## src/rtl/fifo_rd_ctrl.sv

```systemverilog
// Read-side controller of the async FIFO (rclk domain): synchronises the Gray write
// pointer, issues SRAM reads and buffers the one-cycle read latency in a 2-entry queue.
module fifo_rd_ctrl #(
  parameter int DEPTH      = 1024,
  parameter int DATA_WIDTH = 8,
  parameter int PTR_WIDTH  = 10
) (
  input  logic                  rclk,
  input  logic                  rrst_n,
  input  logic [PTR_WIDTH:0]    wptr_gray,
  output logic [PTR_WIDTH:0]    rptr_gray,
  output logic                  rcsb,
  output logic [PTR_WIDTH-1:0]  raddr,
  input  logic [DATA_WIDTH-1:0] rdata,
  output logic [DATA_WIDTH-1:0] dout,
  output logic                  dout_valid,
  input  logic                  dout_ready,
  output logic                  empty
);

  localparam logic [PTR_WIDTH-1:0] ADDR_MASK = PTR_WIDTH'(DEPTH - 1);

  logic [PTR_WIDTH:0]    wq1;
  logic [PTR_WIDTH:0]    wq2;
  logic [PTR_WIDTH:0]    rbin;
  logic [PTR_WIDTH:0]    rbin_nxt;
  logic                  pending;
  logic [1:0]            occ;
  logic [DATA_WIDTH-1:0] head;
  logic [DATA_WIDTH-1:0] tail;
  logic                  pop;
  logic                  issue;
  logic [2:0]            fill;

  always_ff @(posedge rclk or negedge rrst_n) begin
    if (!rrst_n) begin
      wq1 <= '0;
      wq2 <= '0;
    end else begin
      wq1 <= wptr_gray;
      wq2 <= wq1;
    end
  end

  assign empty      = (rptr_gray == wq2);
  assign dout_valid = (occ != 2'd0);
  assign dout       = head;
  assign pop        = dout_valid & dout_ready;

  // Words already buffered or in flight, minus the one leaving this cycle.
  assign fill  = {1'b0, occ} + {2'b0, pending} - {2'b0, pop};
  assign issue = !empty && (fill < 3'd2);

  assign rcsb     = !issue;
  assign raddr    = rbin[PTR_WIDTH-1:0] & ADDR_MASK;
  assign rbin_nxt = rbin + {{PTR_WIDTH{1'b0}}, 1'b1};

  always_ff @(posedge rclk or negedge rrst_n) begin
    if (!rrst_n) begin
      rbin      <= '0;
      rptr_gray <= '0;
      pending   <= 1'b0;
    end else begin
      pending <= issue;
      if (issue) begin
        rbin      <= rbin_nxt;
        rptr_gray <= rbin_nxt ^ (rbin_nxt >> 1);
      end
    end
  end

  // A capture never meets occ == 2 without a pop: issue gating keeps occ + pending <= 2.
  always_ff @(posedge rclk or negedge rrst_n) begin
    if (!rrst_n) begin
      occ  <= 2'd0;
      head <= '0;
      tail <= '0;
    end else if (pending) begin
      if (pop) begin
        if (occ == 2'd2) begin
          head <= tail;
          tail <= rdata;
        end else begin
          head <= rdata;
        end
      end else begin
        if (occ == 2'd0) head <= rdata;
        else             tail <= rdata;
        occ <= occ + 2'd1;
      end
    end else if (pop) begin
      head <= tail;
      occ  <= occ - 2'd1;
    end
  end

endmodule
```

## config.mk

```make
export PLATFORM = sky130hd
export DESIGN_NAME = fifo_rd_ctrl
export DESIGN_NICKNAME = d
export VERILOG_FILES = /design/src/rtl/fifo_rd_ctrl.sv
export SDC_FILE = /design/constraint.sdc
export NUM_CORES = 1
export LEC_CHECK = 0
export CAP_MARGIN = 10
export CORE_AREA = 3 3 100 64
export DETAILED_ROUTE_END_ITERATION = 12
export DIE_AREA = 0 0 103 67
export MAX_ROUTING_LAYER = met4
export PLACE_DENSITY = 0.78
export SLEW_MARGIN = 20
export SYNTH_ARGS = -nofsm -noshare
export SYNTH_HDL_FRONTEND = slang
export SYNTH_SLANG_ARGS = --single-unit
```

## constraint.sdc

```tcl
create_clock -name rclk -period 4.25 [get_ports rclk]
set_input_delay 1.275 -clock rclk [delete_from_list [all_inputs] [get_ports rclk]]
set_output_delay 1.275 -clock rclk [all_outputs]
set_load 0.03 [all_outputs]
```

==> impl_results.md, run 1 <==
- Count leader, synth: dfrtp_1
- Hold Path Depth: 0
- Routed vias/inst: 5.15
- Count of flip-flops with a built-in enable after synthesis: 0
- DIE AREA: 0.00690 sq mm
- DP HPWL: 3650 um
- Global-route wire length before repair: 8850 um
- Residual DRC count: 0
- Hold Path Origin: wq1[0]$_DFF_PN0_
- Fin Clk Skew: about 0.0053 ns
- Share of cells above drive strength 1: 16.0%
- Routed len/inst: roughly 15 um
- Placed insts: 345
- Remaining Overflow, GRT: 0
- Post-synth top area share: 56.6%
- Sink Count: 62
- Status: completed
- Seq/Total Area, Yosys: approximately 57%
- Diodes inserted: 0
- Max Fclk: 241 MHz
- Rows: 21
- R2r setup slk: 1.62 ns
- Slew Limit Fails: 0
- RSZ-0062 raised after global routing: false
- R2R depth: 10
- Distinct cells, synth: 42
- CP arrival: 2.88 ns
- Area delta synth->final: 30.1%
- Worst min-delay path category: reg2reg
- Worst setup path category: in2out
- Post-layout net count: between 300 and 400
- Antenna-violating nets left: 0
- Die W: 103 um
- Crit path capture type: output pin
- Largest net degree at the start of global routing: 51
- Lkg Pwr: 1.51 nW
- Ports: 54
- Seq cells post-synth: 62
- Syn nets: 253
- First-pass detailed-route iteration total: 4
- Slowest cell on crit path: fa_2
- Final hold vios: 0
- Mapped Cells: 229
- Syn avg cell area: around 12 sq um
- Placeable Area: 0.00552 sq mm
- Initial antenna violation count: 0
- Final cell count without fillers: 362
- H-Tree Depth: 3
- Worst relative slew slack: 53.2%
- Area leader, netlist: dfrtp_1
- Clk root buf: clkbuf_8
- Warnings from Yosys: 0
- Largest fanout on the critical path: 2
- Crit-path cells: clkdlybuf4s15_1 -> nand2_2 -> nor2_4 -> a21oi_1 -> nand2b_4 -> fa_2 -> and2_1 -> o31a_1 -> inv_1 -> buf_6
- FF-to-FF End: rptr_gray[0]$_DFFE_PN0P_
- Starting density of the core: 49.7%
- Max stage delay on crit path: 0.52 ns
- WP data required: 2.97 ns
- Clock Tree Buf Depth: 2
- Final Util: around 65%
- Maximum Capacitance Violations: 0
- Mapped cell area: approximately 0.0027 sq mm
- Worst-Skew Late Latency: 0.34 ns
- Reg2reg start: occ[1]$_DFFE_PN0P_
- Die Span Y: about 67 um
- Gpl congestion: 0.877
- Global-route total usage across every layer: between 10% and 20%
- Worst hold endpoint: wq2[0]$_DFF_PN0_
- CTS Buf Count: 9
- 1st-iter DRT viols: 98
- Vias in the first global route: 1859
- Tmin final: 4.15 ns
- Critical path startpoint category: primary input
- Port Buffers: 53
- Worst Tran Pin Value: about 0.69 ns
- Synth top cells by count: dfrtp_1 (62), xnor2_1 (31), nand2_1 (16), a21oi_1 (12), o21ai_0 (9)
- Post-route clock period utilization: 97.7%
- PD cells: 842 mW/mm^2
- Final setup viols: 0
- CTS tree: yes
- Total Routed Length: 5260 um
- Dominant synthesized flop cell: dfrtp_1
- Top cells by area, synth: dfrtp_1 (57%), xnor2_1 (9.9%), mux2_2 (3.3%)
- FFs w/ async S/R, synth: 100%
- Clk slew on worst S/H paths: about 0.060 ns
- VDD IR-drop max: 614 uV
- CTS Hold Buffers Added: 0
- Via count: 1863
logic make-up (layout without fill, tap and decap cells):
| group | after synthesis | after routing | share of synthesized area (%) |
|---|---|---|---|
| adders and majority gates | 2 | 2 | 1.19 |
| muxes | 21 | 21 | 8.90 |
| xor gates and xnor gates | 35 | 35 | 11.2 |
| buffers and inverters | 17 | 81 | 3.10 |
| AOI/OAI and AO/OA | 38 | 38 | 8.86 |
| DFF | 62 | 62 | 56.6 |
| and+or+nand+nor | 54 | 54 | 10.1 |
stage by stage:
stage          worst slack, ns  hold slack, ns  TNS (ns)  cell area [sq um]  power, mW
2_1_floorplan           0.0949           0.331         0               2740       2.05
3_3_place_gp            -0.176           0.332    -0.176               3330       2.45
3_5_place_dp            -0.307           0.335    -0.307               3330       2.48
4_1_cts                0.00158           0.349         0               3550       3.03
5_1_grt                0.00209           0.353         0               3570       3.21
6_report                0.0962           0.347         0               3570       3.00
layer usage:
metal	GRT usage [%]	up-vias	part of all wire (%)
li1	-	912	-
met3	7.74	5	4.8
met2	24.6	35	43
met1	23.7	911	51
met4	5.49	0	1.0
met5	-	-	0
cells in the final DEF, fill, tap and decap left out, types with 2 or more instances in the layout:
cell / count
dfrtp_1: 62
and2_1: 4
a32oi_1: 2
a31oi_1: 3
o21ai_0: 9
mux2i_1: 8
and3_1: 4
xnor2_1: 31
nand3_1: 7
a21o_1: 2
and4_1: 2
clkdlybuf4s50_1: 50
nand2_1: 15
clkbuf_8: 10
buf_4: 9
a21oi_1: 12
xor2_1: 4
nor3_1: 2
inv_1: 3
nor2_1: 7
buf_6: 2
nand4_1: 5
clkinv_2: 2
mux2_4: 4
nand2b_1: 2
mux2_2: 8
worst max-delay path: cells and delay by family:
family                     cells  cell delay, ns
buffers and inverters          3            0.39
and+or+nand+nor                4            0.48
AOI/OAI and AO/OA              2            0.21
adders and majority gates      1            0.52
cell type report:
| class | count | area (sq um) |
|---|---|---|
| Timing Repair Buffer | 62 | 601 |
| Inverter | 4 | 15.0 |
| Clock inverter | 4 | 47.5 |
| Sequential cell | 62 | 1550 |
| Fill cell | 449 | 1950 |
| Tap cell | 69 | 86.3 |
| Multi-Input combinational cell | 150 | 1120 |
| Clock buffer | 11 | 141 |
registers in the layout (all words and copies together) (netlist names):
name,count
rptr_gray,11
pending,1
wq1,11
rbin,10
wq2,11
tail,8
dout,8
occ,2
repair_timing:
item,CTS,global route
endpoints found under the setup margin,1,1
pin swaps,4,4
buffers inserted,2,0
resized for setup,6,5
worst max path at each step:
stage               slack (ns)  startpoint  endpoint
floorplan                 0.09  dout_ready      rcsb
global placement         -0.18  dout_ready      rcsb
detailed placement       -0.31  dout_ready      rcsb
CTS                      0.002  dout_ready      rcsb
global route             0.002  dout_ready      rcsb
finish                     0.1  dout_ready      rcsb
power by group:
group	internal [mW]	leakage, nW	total (mW)	switching, mW
clock	0.281	0.0952	0.496	0.215
combinational	0.725	0.672	1.52	0.799
sequential	0.785	0.746	0.984	0.199
(Power assumes the default switching activity.)
==> run 2: changes to the inputs <==
--- a/config.mk
+++ b/config.mk
@@ -11,6 +11,7 @@
 export DIE_AREA = 0 0 103 67
 export MAX_ROUTING_LAYER = met4
 export PLACE_DENSITY = 0.78
+export SKIP_LAST_GASP = 1
 export SLEW_MARGIN = 20
 export SYNTH_ARGS = -nofsm -noshare
 export SYNTH_HDL_FRONTEND = slang
==> results of run 2 <==
The final DEF is identical to that of run 1; final timing and power are the same.
==> run 3: changes to the inputs <==
--- a/config.mk
+++ b/config.mk
@@ -6,11 +6,10 @@
 export NUM_CORES = 1
 export LEC_CHECK = 0
 export CAP_MARGIN = 10
-export CORE_AREA = 3 3 100 64
+export CORE_AREA = 3 3 104 66
 export DETAILED_ROUTE_END_ITERATION = 12
-export DIE_AREA = 0 0 103 67
-export MAX_ROUTING_LAYER = met4
-export PLACE_DENSITY = 0.78
+export DIE_AREA = 0 0 107 69
+export PLACE_DENSITY = 0.76
 export SKIP_LAST_GASP = 1
 export SLEW_MARGIN = 20
 export SYNTH_ARGS = -nofsm -noshare
==> constraint.sdc (replaced) <==
create_clock -name rclk -period 3.8 [get_ports rclk]
set_input_delay 1.14 -clock rclk [delete_from_list [all_inputs] [get_ports rclk]]
set_output_delay 1.14 -clock rclk [all_outputs]
set_load 0.03 [all_outputs]
==> run 3 against run 2 <==
Effect of this change: the run now ends with setup timing left; first-iteration DRC count grew 17%; die area grew 7.0%; hold slack gained 0.0040 ns; wire length grew 12%; cell area grew 4.2%; register-to-register slack lost 1.2 ns; power grew 16%; cell count grew 8.0%; critical path depth is the same; highest routed layer unchanged.
==> impl_results.md, run 3 (synthesized netlist as in run 1, its figures left out) <==
- Status: finished with violations
- Violated checks: setup timing
- Worst setup path category: in2out
- Slew Limit Fails: 0 (unchanged)
- Total power: 3.49 mW (+16%)
- Area delta synth->final: 35.6%
- Worst relative slew slack: 51.2% (-2.0 points)
- VDD IR-drop max: 611 uV (-0.48%)
- WHS: 0.352 ns (+0.00404 ns)
- Global-route total usage across every layer: 17.3% (-0.54 points)
- Int Power: 2.08 mW (+16%)
- Starting density of the core: 45.5% (-4.2 points)
- P_sw: 1.41 mW (+16%)
- Slowest cell on crit path: fa_2
- Routed vias/inst: 4.98 (-3.3%)
- Cell family with most CP delay: simple AND/OR/NAND/NOR gates
- 1st-iter DRT viols: 115 (+17%)
- Final Util: 61.6% (-3.0 points)
- Vias in the first global route: 1919 (+3.2%)
- Total Routed Length: 5880 um (+12%)
- Crit-path cells: buf_2 -> nand2_2 -> nor2_4 -> a21oi_1 -> nand2b_1 -> fa_2 -> and2_0 -> o31a_1 -> inv_2 -> buf_6
- Die W: 107 um (+3.9%)
- CP arrival: 2.74 ns (-0.14 ns)
- Clk slew on worst S/H paths: 0.07 ns (about the same)
- Clock Tree Buf Depth: 2 (unchanged)
- Post-layout net count: 326 (+4.2%)
- Maximum Capacitance Violations: 0 (unchanged)
- Most frequent cells in the layout: dfrtp_1 (62), clkdlybuf4s50_1 (50), xnor2_1 (30), buf_4 (21), nand2_1 (15)
- Placeable Area: 0.00603 sq mm (+9.3%)
- Diodes inserted: 0 (unchanged)
- Sw Ratio: 40.4% (about the same)
- Lkg Pwr: 1.58 nW (+4.2%)
- Placed cell areas: 0.00335 sq mm (+0.64%)
- Buf+Inv Stages, Crit Path: 3 (unchanged)
- Largest net degree at the start of global routing: 40 (-22%)
- Most common cell after layout, fill and taps aside: dfrtp_1
- PD cells: 939 mW/mm^2 (+11%)
- Worst min-delay path category: reg2reg
- Tmin final: 3.88 ns
- Antenna-violating nets left: 0 (unchanged)
- Die Span Y: 69 um (+3.0%)
- Clk pwr share: 18.2% (+1.7 points)
- Worst-Skew Late Latency: 0.34 ns (about the same)
- WP data required: 2.66 ns (-0.31 ns)
- Fin Clk Skew: 0.00827 ns (+0.00296 ns)
- Port Buffers: 53 (unchanged)
- Final WS setup: -0.0752 ns (-0.171 ns)
- Global-route wire length before repair: 9760 um (+10%)
- Share of cells above drive strength 1: 20.8% (+4.8 points)
- Ports: 54 (unchanged)
- R2r setup slk: 0.41 ns (-1.21 ns)
- CTS Buf Count: 9 (unchanged)
- Regs by FF count: rptr_gray x11, wq1 x11, wq2 x11
- Sequential share of power: 31.7% (-1.1 points)
- Clk root buf: clkbuf_8
- DIE AREA: 0.00738 sq mm (+7.0%)
- Routed len/inst: 15.0 um (+3.3%)
- Crit path capture type: output pin
- Post-route cell area: 0.00372 sq mm (+4.2%)
- CTS tree: yes
- Largest fanout on the critical path: 2 (unchanged)
- Gpl congestion: 0.846 (-3.6%)
- Comb pwr share: 50.1% (-0.6 points)
- Final hold vios: 0 (unchanged)
- First-pass detailed-route iteration total: 4 (unchanged)
- Max Fclk: 258 MHz
- RSZ-0062 raised after global routing: true
- Final setup viols: 1 (+1)
- Post-route clock period utilization: 102%
- Remaining Overflow, GRT: 0 (unchanged)
- Rows: 22 (+4.8%)
- Initial antenna violation count: 0 (unchanged)
- CTS Hold Buffers Added: 0 (unchanged)
- Worst Tran Pin Value: 0.718 ns (+0.0297 ns)
- Via count: 1946 (+4.5%)
- Residual DRC count: 0 (unchanged)
- Max stage delay on crit path: 0.53 ns (about the same)
- Sink Count: 62 (unchanged)
- H-Tree Depth: 3 (unchanged)
- FILL cells: 469 (+4.5%)
- DP HPWL: 3810 um (+4.3%)
- Critical path startpoint category: primary input
## run 3: cell type report
type | instances | area (sq um) | share of cell area, %
Sequential cell | 62 | 1550 | 41.8
Clock inverter | 7 | 98.8 | 2.66
Inverter | 4 | 15.0 | 0.404
Timing Repair Buffer | 75 | 691 | 18.6
Clock buffer | 9 | 124 | 3.33
Multi-Input combinational cell | 150 | 1130 | 30.4
Tap cell | 84 | 105 | 2.83
## run 3: what timing repair did
| action | in CTS | in global routing |
|---|---|---|
| resized for setup | 9 | 3 |
| pin swaps | 1 | 0 |
| cloned | 0 | 0 |
| buffers inserted | 15 | 0 |
| setup endpoints to repair | 1 | 9 |
## run 3: power groups by stage
stage / sequential, mW / combinational (mW) / clock [mW]
5_1_grt: 1.14 / 1.90 / 0.691
3_5_place_dp: 1.11 / 1.68 / 0
6_report: 1.11 / 1.75 / 0.636
2_1_floorplan: 1.28 / 1.01 / 0
3_3_place_gp: 1.09 / 1.65 / 0
4_1_cts: 1.10 / 1.74 / 0.657
## run 3: through the flow
| stage | setup WS, ns | TNS, ns | std cells |
|---|---|---|---|
| 3_3_place_gp | -0.372 | -0.372 | 360 |
| 5_1_grt | -0.165 | -0.165 | 391 |
| 3_5_place_dp | -0.398 | -0.398 | 360 |
| 4_1_cts | 0.0102 | 0 | 391 |
| 2_1_floorplan | 0.0145 | 0 | 229 |
| 6_report | -0.0752 | -0.0752 | 391 |
## run 3: routing by layer
metal	vias up	global-route usage [%]	share of wire, %
met1	959	24.7	50
met4	0	6.81	1.3
met2	42	23.8	43
li1	939	-	-
met5	-	0	0
met3	6	6.36	5.2
## run 3: worst paths after layout
| check | start | to | depth (start not counted) |
|---|---|---|---|
| hold reg to reg | wq1[5]$_DFF_PN0_ | wq2[5]$_DFF_PN0_ | 0 |
| min in group asynchronous | rrst_n | occ[1]$_DFFE_PN0P_ | 2 |
| hold / removal | wq1[5]$_DFF_PN0_ | wq2[5]$_DFF_PN0_ | 0 |
| setup / recovery | dout_ready | rcsb | 10 |
| max in group asynchronous | rrst_n | tail[2]$_DFFE_PN0P_ | 2 |
| setup reg to reg | occ[1]$_DFFE_PN0P_ | dout[7]$_DFFE_PN0P_ | 19 |
